`src/rtl/c16_loader_pkg.sv`:
```
// Shared definitions for the c16 instruction-memory loader: the frame FSM states,
// the SYNC marker and the widths of the frame fields.
package c16_loader_pkg;

    localparam int BYTE_W = 8;
    localparam int ADDR_W = 16;
    localparam int CNT_W  = 16;
    localparam int WORD_W = 16;

    localparam logic [BYTE_W-1:0] LOADER_SYNC = 8'hA5;

    typedef enum logic [3:0] {
        ST_IDLE,
        ST_ADDR_HI,
        ST_ADDR_LO,
        ST_CNT_HI,
        ST_CNT_LO,
        ST_DATA_HI,
        ST_DATA_LO,
        ST_CHK,
        ST_DONE,
        ST_ERR
    } loader_state_t;

endpackage

```
`src/rtl/loader_timeout.sv`:
```
// Idle-cycle counter for the loader: cleared on every accepted byte (or outside a frame),
// flags expiry on the cycle whose edge would bring the count to LIMIT.
module loader_timeout #(
    parameter int LIMIT = 1_000_000
) (
    input  logic clk,
    input  logic rst_n,
    input  logic clear,
    output logic expired
);

    localparam int CW = (LIMIT > 1) ? $clog2(LIMIT) : 1;

    logic [CW-1:0] count;

    // Saturates at LIMIT-1 so the flag stays up until the FSM reacts.
    always_ff @(posedge clk or negedge rst_n) begin
        if (!rst_n) begin
            count <= '0;
        end else if (clear) begin
            count <= '0;
        end else if (!expired) begin
            count <= count + CW'(1);
        end
    end

    assign expired = (count == CW'(LIMIT - 1));

endmodule

```
`src/rtl/imem_loader.sv`:
```
// Framed byte-stream loader driving the write port of the c16 instruction RAM.
// Define IMEM_LOADER_CHECKSUM_EN to require and verify a trailing checksum byte.
module imem_loader
    import c16_loader_pkg::*;
#(
    parameter int TIMEOUT_CYCLES = 1_000_000
) (
    input  logic              clk,
    input  logic              rst_n,
    input  logic [BYTE_W-1:0] in_data,
    input  logic              in_valid,
    output logic              in_ready,
    output logic [ADDR_W-1:0] mem_addr,
    output logic [WORD_W-1:0] mem_data,
    output logic              mem_wren,
    output logic              cpu_hold,
    output logic              load_ok,
    output logic              load_err
);

`ifdef IMEM_LOADER_CHECKSUM_EN
    localparam loader_state_t FRAME_END = ST_CHK;
`else
    localparam loader_state_t FRAME_END = ST_DONE;
`endif

    loader_state_t state, state_next;

    logic              accept;
    logic              in_frame;
    logic              timed_out;
    logic [BYTE_W-1:0] addr_hi;
    logic [BYTE_W-1:0] cnt_hi;
    logic [BYTE_W-1:0] data_hi;
    logic [ADDR_W-1:0] wr_addr;
    logic [CNT_W-1:0]  words_left;
`ifdef IMEM_LOADER_CHECKSUM_EN
    logic [BYTE_W-1:0] chk_sum;
`endif

    assign in_ready = (state != ST_DONE) && (state != ST_ERR);
    assign accept   = in_valid && in_ready;
    assign in_frame = (state != ST_IDLE) && in_ready;

    loader_timeout #(
        .LIMIT(TIMEOUT_CYCLES)
    ) u_timeout (
        .clk    (clk),
        .rst_n  (rst_n),
        .clear  (accept || !in_frame),
        .expired(timed_out)
    );

    always_ff @(posedge clk or negedge rst_n) begin
        if (!rst_n) begin
            state <= ST_IDLE;
        end else begin
            state <= state_next;
        end
    end

    always_comb begin
        state_next = state;
        case (state)
            ST_IDLE:    if (accept && in_data == LOADER_SYNC) state_next = ST_ADDR_HI;
            ST_ADDR_HI: if (accept) state_next = ST_ADDR_LO;
            ST_ADDR_LO: if (accept) state_next = ST_CNT_HI;
            ST_CNT_HI:  if (accept) state_next = ST_CNT_LO;
            ST_CNT_LO:  if (accept) state_next = ({cnt_hi, in_data} == '0) ? FRAME_END : ST_DATA_HI;
            ST_DATA_HI: if (accept) state_next = ST_DATA_LO;
            ST_DATA_LO: if (accept) state_next = (words_left == CNT_W'(1)) ? FRAME_END : ST_DATA_HI;
`ifdef IMEM_LOADER_CHECKSUM_EN
            ST_CHK:     if (accept) state_next = ((chk_sum + in_data) == '0) ? ST_DONE : ST_ERR;
`endif
            ST_DONE:    state_next = ST_IDLE;
            ST_ERR:     state_next = ST_IDLE;
            default:    state_next = ST_IDLE;
        endcase
        // A byte arriving on the expiry cycle still counts; only a silent cycle aborts.
        if (in_frame && timed_out && !accept) begin
            state_next = ST_ERR;
        end
    end

    always_ff @(posedge clk or negedge rst_n) begin
        if (!rst_n) begin
            mem_wren   <= 1'b0;
            mem_addr   <= '0;
            mem_data   <= '0;
            cpu_hold   <= 1'b0;
            load_ok    <= 1'b0;
            load_err   <= 1'b0;
            addr_hi    <= '0;
            cnt_hi     <= '0;
            data_hi    <= '0;
            wr_addr    <= '0;
            words_left <= '0;
`ifdef IMEM_LOADER_CHECKSUM_EN
            chk_sum    <= '0;
`endif
        end else begin
            mem_wren <= 1'b0;
            case (state)
                ST_IDLE: begin
                    if (accept && in_data == LOADER_SYNC) begin
                        cpu_hold <= 1'b1;
                        load_ok  <= 1'b0;
                        load_err <= 1'b0;
`ifdef IMEM_LOADER_CHECKSUM_EN
                        chk_sum  <= '0;
`endif
                    end
                end
                ST_ADDR_HI: if (accept) addr_hi <= in_data;
                ST_ADDR_LO: if (accept) wr_addr <= {addr_hi, in_data};
                ST_CNT_HI:  if (accept) cnt_hi <= in_data;
                ST_CNT_LO:  if (accept) words_left <= {cnt_hi, in_data};
                ST_DATA_HI: if (accept) data_hi <= in_data;
                ST_DATA_LO: begin
                    if (accept) begin
                        mem_wren   <= 1'b1;
                        mem_addr   <= wr_addr;
                        mem_data   <= {data_hi, in_data};
                        wr_addr    <= wr_addr + ADDR_W'(1);
                        words_left <= words_left - CNT_W'(1);
                    end
                end
                ST_DONE: begin
                    load_ok  <= 1'b1;
                    cpu_hold <= 1'b0;
                end
                ST_ERR: begin
                    load_err <= 1'b1;
                    cpu_hold <= 1'b0;
                end
                default: ;
            endcase
`ifdef IMEM_LOADER_CHECKSUM_EN
            if (accept && state != ST_IDLE) begin
                chk_sum <= chk_sum + in_data;
            end
`endif
        end
    end

endmodule

```
`config.mk`:
```
export PLATFORM = sky130hd
export DESIGN_NAME = imem_loader
export DESIGN_NICKNAME = d
export VERILOG_FILES = /design/src/rtl/c16_loader_pkg.sv /design/src/rtl/loader_timeout.sv /design/src/rtl/imem_loader.sv
export SDC_FILE = /design/constraint.sdc
export NUM_CORES = 1
export LEC_CHECK = 0
export BUFFER_PORTS_ARGS = -buffer_cell sky130_fd_sc_hd__buf_2
export CAP_MARGIN = 20
export CORE_MARGIN = 1.5
export CORE_UTILIZATION = 60
export CTS_CLUSTER_SIZE = 10
export DETAILED_ROUTE_END_ITERATION = 12
export GPL_TIMING_DRIVEN = 1
export PLACE_DENSITY_LB_ADDON = 0.3
export SLEW_MARGIN = 15
export SYNTH_ARGS = -nofsm -noshare
export SYNTH_HDL_FRONTEND = slang
export SYNTH_SLANG_ARGS = --single-unit
export TNS_END_PERCENT = 1
```
`constraint.sdc`:
```
create_clock -name clk -period 2.34 [get_ports clk]
set_input_delay 0.468 -clock clk [delete_from_list [all_inputs] [get_ports clk]]
set_output_delay 0.468 -clock clk [all_outputs]
set_load 0.05 [all_outputs]
```
* Yosys cells after proc, flatten, opt, wreduce, memory -nomap -nowiden
Cells that the tools add are included.
** Storage, ports and cells
- Input port bits :: 11
- Word-level logic and storage cells :: 95
- Output and inout port bits :: 37
- Flip-flop bits (word level) :: 116
** Operators by class
- Equal/unequal tests :: 25
- Muxes and demuxes :: 26
- $add $sub $neg :: 3
- Reduce and logical (&&, ||, !) cells :: 28
** Operators by type and width (number)
- $mux W16 :: 4
- $pmux W16 S2 :: 2
- $mux W20 :: 2
- $mux W4 :: 10
- $pmux W4 S7 :: 1
- $ne A3 B3 Y1 const B :: 7
- $add A20 B1 Y20 const B :: 1
- $eq A20 B20 Y1 const B :: 1
- $add A16 B1 Y16 const B :: 1
- $eq A16 B1 Y1 const B :: 1
- $logic_not A16 Y1 :: 1
- $sub A16 B1 Y16 const B :: 1
- $reduce_and A2 Y1 :: 7
- $eq A4 B3 Y1 const B :: 3
- $reduce_bool A2 Y1 :: 5
- $eq A4 B2 Y1 const B :: 2
- $eq A4 B4 Y1 const B :: 2
- $eq A8 B8 Y1 const B :: 1
- $ne A2 B2 Y1 const B :: 4
- $ne A4 B4 Y1 const B :: 2
- $reduce_and A7 Y1 :: 1
- $logic_and A1 B1 Y1 :: 6
- $pmux W1 S2 :: 3
- $reduce_and A3 Y1 :: 2
- other kinds (8) :: 12

* Logic depth before layout (Yosys ltp)
- Depth in word-level cells :: 7
- Mapped depth :: 7
- Mapped depth without buffers :: 7

* Hierarchy
From an unflattened synthesis, not the netlist that was laid out.
** Unflattened totals
- Cells, all modules :: 599
- Area, all modules :: 5739.3 um^2
** Modules (own cells, without submodules)
- imem_loader :: times used 1, cells an instance 493, area each 4684.5 um^2, sequential area each 2402.3 um^2
- loader_timeout :: times used 1, cells an instance 106, area each 1054.8 um^2, sequential area each 500.5 um^2

* Least setup slack after synthesis
Ideal clock, no wire load.
- Kind :: reg2reg
- From :: register words_left[0]
- To :: register words_left[14]
- Required time :: 2212 ps
- Arrival :: 1649 ps
- Clock period less this slack :: 1777 ps
- Path slack :: 563 ps
- Stages on the path, launching flop included :: 8
- Buffers on the path :: 0
- Cells stage by stage :: dfrtp_1 inv_1 ha_1 nor3b_2 nand2_1 or3_1 o32ai_1 a21oi_1
** Between the ends
- Cells in the longest elaborated chain, start to end :: 3
** RTL lines
- from (decl) :: RTL line imem_loader.sv:36 : logic [CNT_W-1:0] words_left;
- from (signal assigned) :: RTL line imem_loader.sv:117 : ST_CNT_LO: if (accept) words_left <= {cnt_hi, in_data};
- from (signal assigned) :: RTL line imem_loader.sv:125 : words_left <= words_left - CNT_W'(1);
- $sub A16 B1 Y16 :: RTL line imem_loader.sv:125
- $mux W16 :: RTL line imem_loader.sv:120 : if (accept) begin
- $pmux W16 S2 :: RTL line imem_loader.sv:103 : case (state)
No other way between the ends. The select of a mux whose other input is x is not followed.
A chain may end at the register's enable or synchronous reset.

* Worst setup path in the final report
- From :: register state[2]
- To :: output in_ready
** Between the ends
- Cells in the longest elaborated chain, start to end :: 2
- Elaborated cells between the ends (all ways) :: 3
** RTL lines
- from (decl) :: RTL line imem_loader.sv:27 : loader_state_t state, state_next;
- from (signal assigned) :: RTL line imem_loader.sv:58 : state <= state_next;
- $ne A4 B4 Y1 :: RTL line imem_loader.sv:41 : assign in_ready = (state != ST_DONE) && (state != ST_ERR);
- $logic_and A1 B1 Y1 (*) :: RTL line imem_loader.sv:41
- to (decl) :: RTL line imem_loader.sv:12 : output logic in_ready,
Mark *: on every way between the ends. The rest lies on a longest branch, timed or not.

==> out/metrics.cfg <==
[run_status]
status = finished, final reports clean

[detailed_routing]
routed_via_density = 6.40
ant_nets = 0
firstDrtPassIters = 6
wl_per_cell_um = 18.8
wl_um = 13900
first_iter_violations = 389
drcViolationCount = 0
via_count = 4722

[yosys]
avgSynthCellArea_um2 = 10.5
syn_area_mm2 = 0.00570
syn-instance-count = 541
synth_flop_cell = dfrtp_1
synth_nets = 556
async_flop_share_pct = 100
synth-seq-cells = 116
ys_seq_area_share_pct = 50.9
synth_edf_count = 0
yosys_warnings = 0
post_synth_num_cell_types = 69

[sta]
slew_viol_final = 0
min_period_ns = 2.13
min_period_over_period_pct = 91.1
tightestPinTransition_ns = 0.566
clock_skew_ns = 0.0102
final.setup.tns_ns = 0
final-setup-viol-count = 0
rsz0062_at_grt = no
relSlewSlack_pct = 62.2
hold_viol_final = 0
fmax_mhz = 469

[placement]
post-place-cells = 706
io_buffers = 47
place_area_mm2 = 0.00610
gp_congestion = 0.914
dp_hpwl_um = 9310

[setup_path]
critical_path_required_ns = 1.87
cp_cell_sequence = nor2_1 -> nand2_1 -> buf_2
cp-end-kind = output port
critPathBufInv = 1
crit_family = flip-flops
path_class = reg2out
cpPeakStageDelay_ns = 0.62
worst_r2r_path_depth = 7
start_kind = register
crit_slowest_cell = dfrtp_1
cp.depth = 3
worstPathArrival_ns = 1.66
path_max_fanout = 17

[global_routing]
grt_max_degree = 53
grt_pass1_wl_um = 23100
grt.total_usage_pct = 29.6
grt_pass1_vias = 4594
antenna_found_initial = 0
overflow = 0

[power]
p_sw_mw = 3.95
swShare_pct = 40.8
p_leak_nw = 2.95
power.total_mw = 9.67
power.density_mw_per_mm2 = 1440
combPwrFrac_pct = 34.7
intPower_mw = 5.72
pwr-share-clk_pct = 28.1
p_seq_share_pct = 37.3
irDropWorstVdd_mv = 1.24

[hold_path]
hold_path_class = in2reg
hold-path-cell-count = 2

[cells_and_area]
diodes = 0
drive_gt1_share_pct = 25.9
fillers = 648
instances_no_fill = 738
final_area_mm2 = 0.00673
final_nets = 612
syn_to_final_growth_pct = 18.0

[floorplan]
die_h_um = 100
die-area_mm2 = 0.0101
die_w_um = 100
ios = 48
core_area_mm2 = 0.00924
start_util_pct = 61.7
row_count = 35

[run]
maxCapViolations = 0

[clock_tree]
cts_tree = done
cts_buffer_depth = 2
cts_sinks = 116
cts_made_buffers = 17
cts_root_buf = clkbuf_8
postCtsSetupBuffers = 0
clkLatencyLatePin_ns = 0.51
htreeDepth = 4
cts_resized = 0
path_clk_slew_ns = 0.06

## cell type report
type                    count  area (um2)  area share (%)
inverters                  15        56.3           0.837
multi-input cells         385        2620            38.9
clock inverters            14         201            2.99
well taps                 129         161            2.40
clock buffers              17         414            6.15
flip-flops and latches    116        2900            43.1
repair buffers             62         378            5.62
## metrics by stage
step	utilization, %	hold WS (ns)	setup WS, ns
floorplan	-	0.172	0.563
global placement	66.1	0.426	0.405
detailed placement	66.1	0.435	0.338
CTS	72.8	0.295	0.222
global route	72.8	0.306	0.0785
finish	72.8	0.311	0.209
## logic make-up (layout without fill, tap and decap cells)
| family | count (synthesis) | after routing | synth area share [%] |
|---|---|---|---|
| AND/OR/NAND/NOR | 183 | 183 | 17.6 |
| AO/OA/AOI/OAI | 125 | 125 | 13.8 |
| XOR/XNOR | 17 | 17 | 2.61 |
| buffers and inverters | 40 | 108 | 3.20 |
| adder cells (fa/ha/maj) | 4 | 4 | 0.878 |
| flip-flops | 116 | 116 | 50.9 |
| multiplexers | 56 | 56 | 11.0 |
## final timing paths
check                                        endpoint                 startpoint  slack [ns]
setup / recovery                             in_ready       state[2]$_DFFE_PN0P_        0.21
hold / removal                mem_data[4]$_DFFE_PN0P_                 in_data[4]        0.31
setup reg to reg           words_left[14]$_DFFE_PN0P_  words_left[0]$_DFFE_PN0P_        0.24
hold reg to reg               mem_addr[6]$_DFFE_PN0P_    mem_addr[6]$_DFFE_PN0P_        0.47
max in group asynchronous       cnt_hi[1]$_DFFE_PN0P_                      rst_n        1.18
min in group asynchronous          mem_wren$_DFF_PN0_                      rst_n        0.44
## registers in the layout (all words and copies together) (netlist names)
signal and flops:
state 4, data_hi 8, mem_wren 1, cnt_hi 8
words_left 16, mem_addr 16, addr_hi 8, cpu_hold 1
load_err 1, mem_data 16, wr_addr 16, load_ok 1
u_timeout.count 20
## what timing repair did
action	CTS	global route
endpoints found under the hold margin	28	0
hold buffers	1	0
setup endpoints to repair	0	0
## Yosys cell counts, types with 4 or more instances
library cell / count / share of area, %
dfrtp_1: 116 / 51
a21oi_1: 47 / 4.1
mux2_2: 45 / 8.9
nand2_1: 44 / 2.9
nor2_1: 43 / 2.8
o21ai_0: 26 / 2.3
nand3_1: 22 / 1.9
inv_1: 15 / 0.99
buf_2: 14 / 1.2
xor2_1: 11 / 1.7
nor3_1: 10 / 0.88
and3_1: 9 / 0.99
nor4_1: 9 / 0.99
clkbuf_1: 8 / 0.53
mux2_1: 8 / 1.6
nand4_1: 8 / 0.88
o22ai_1: 8 / 0.88
o32ai_1: 8 / 1.2
a31oi_1: 7 / 0.77
or3_1: 7 / 0.77
xnor2_1: 6 / 0.92
a2bb2oi_1: 4 / 0.61
ha_1: 4 / 0.88
## power by group through the flow
stage	Combinational (mW)	Sequential [mW]	Clock (mW)
floorplan	1.68	4.26	0
global placement	3.19	3.52	0
detailed placement	3.31	3.57	0
CTS	3.35	3.57	2.74
global route	3.60	3.70	2.83
finish	3.35	3.60	2.71
## metal layers
layer	GRT usage, %	share of wire (%)
met1	39.9	42
met2	46.8	48
met3	6.73	7.8
met4	11.9	2.4
met5	0	0
## worst reg2reg max path: stages, from the launching register on
cell     delay (ns)
dfrtp_1        0.45
inv_1          0.09
ha_1           0.16
nor3b_2        0.34
nand2_1        0.18
or3_1          0.39
o32ai_1        0.26
a21oi_1        0.11
## layout by cell type, fill, tap and decap left out, types with 9 or more instances in the layout
| cell | Yosys | routed |
|---|---|---|
| o21ai_0 | 26 | 26 |
| nand3_1 | 22 | 22 |
| buf_4 | 0 | 13 |
| nor3_1 | 10 | 10 |
| and3_1 | 9 | 9 |
| inv_1 | 15 | 15 |
| buf_2 | 14 | 46 |
| clkbuf_16 | 0 | 16 |
| a21oi_1 | 47 | 47 |
| dfrtp_1 | 116 | 116 |
| mux2_2 | 45 | 45 |
| nor4_1 | 9 | 9 |
| nand2_1 | 44 | 44 |
| xor2_1 | 11 | 11 |
| nor2_1 | 43 | 43 |
Note: power is estimated with default switching activity, not from simulation.
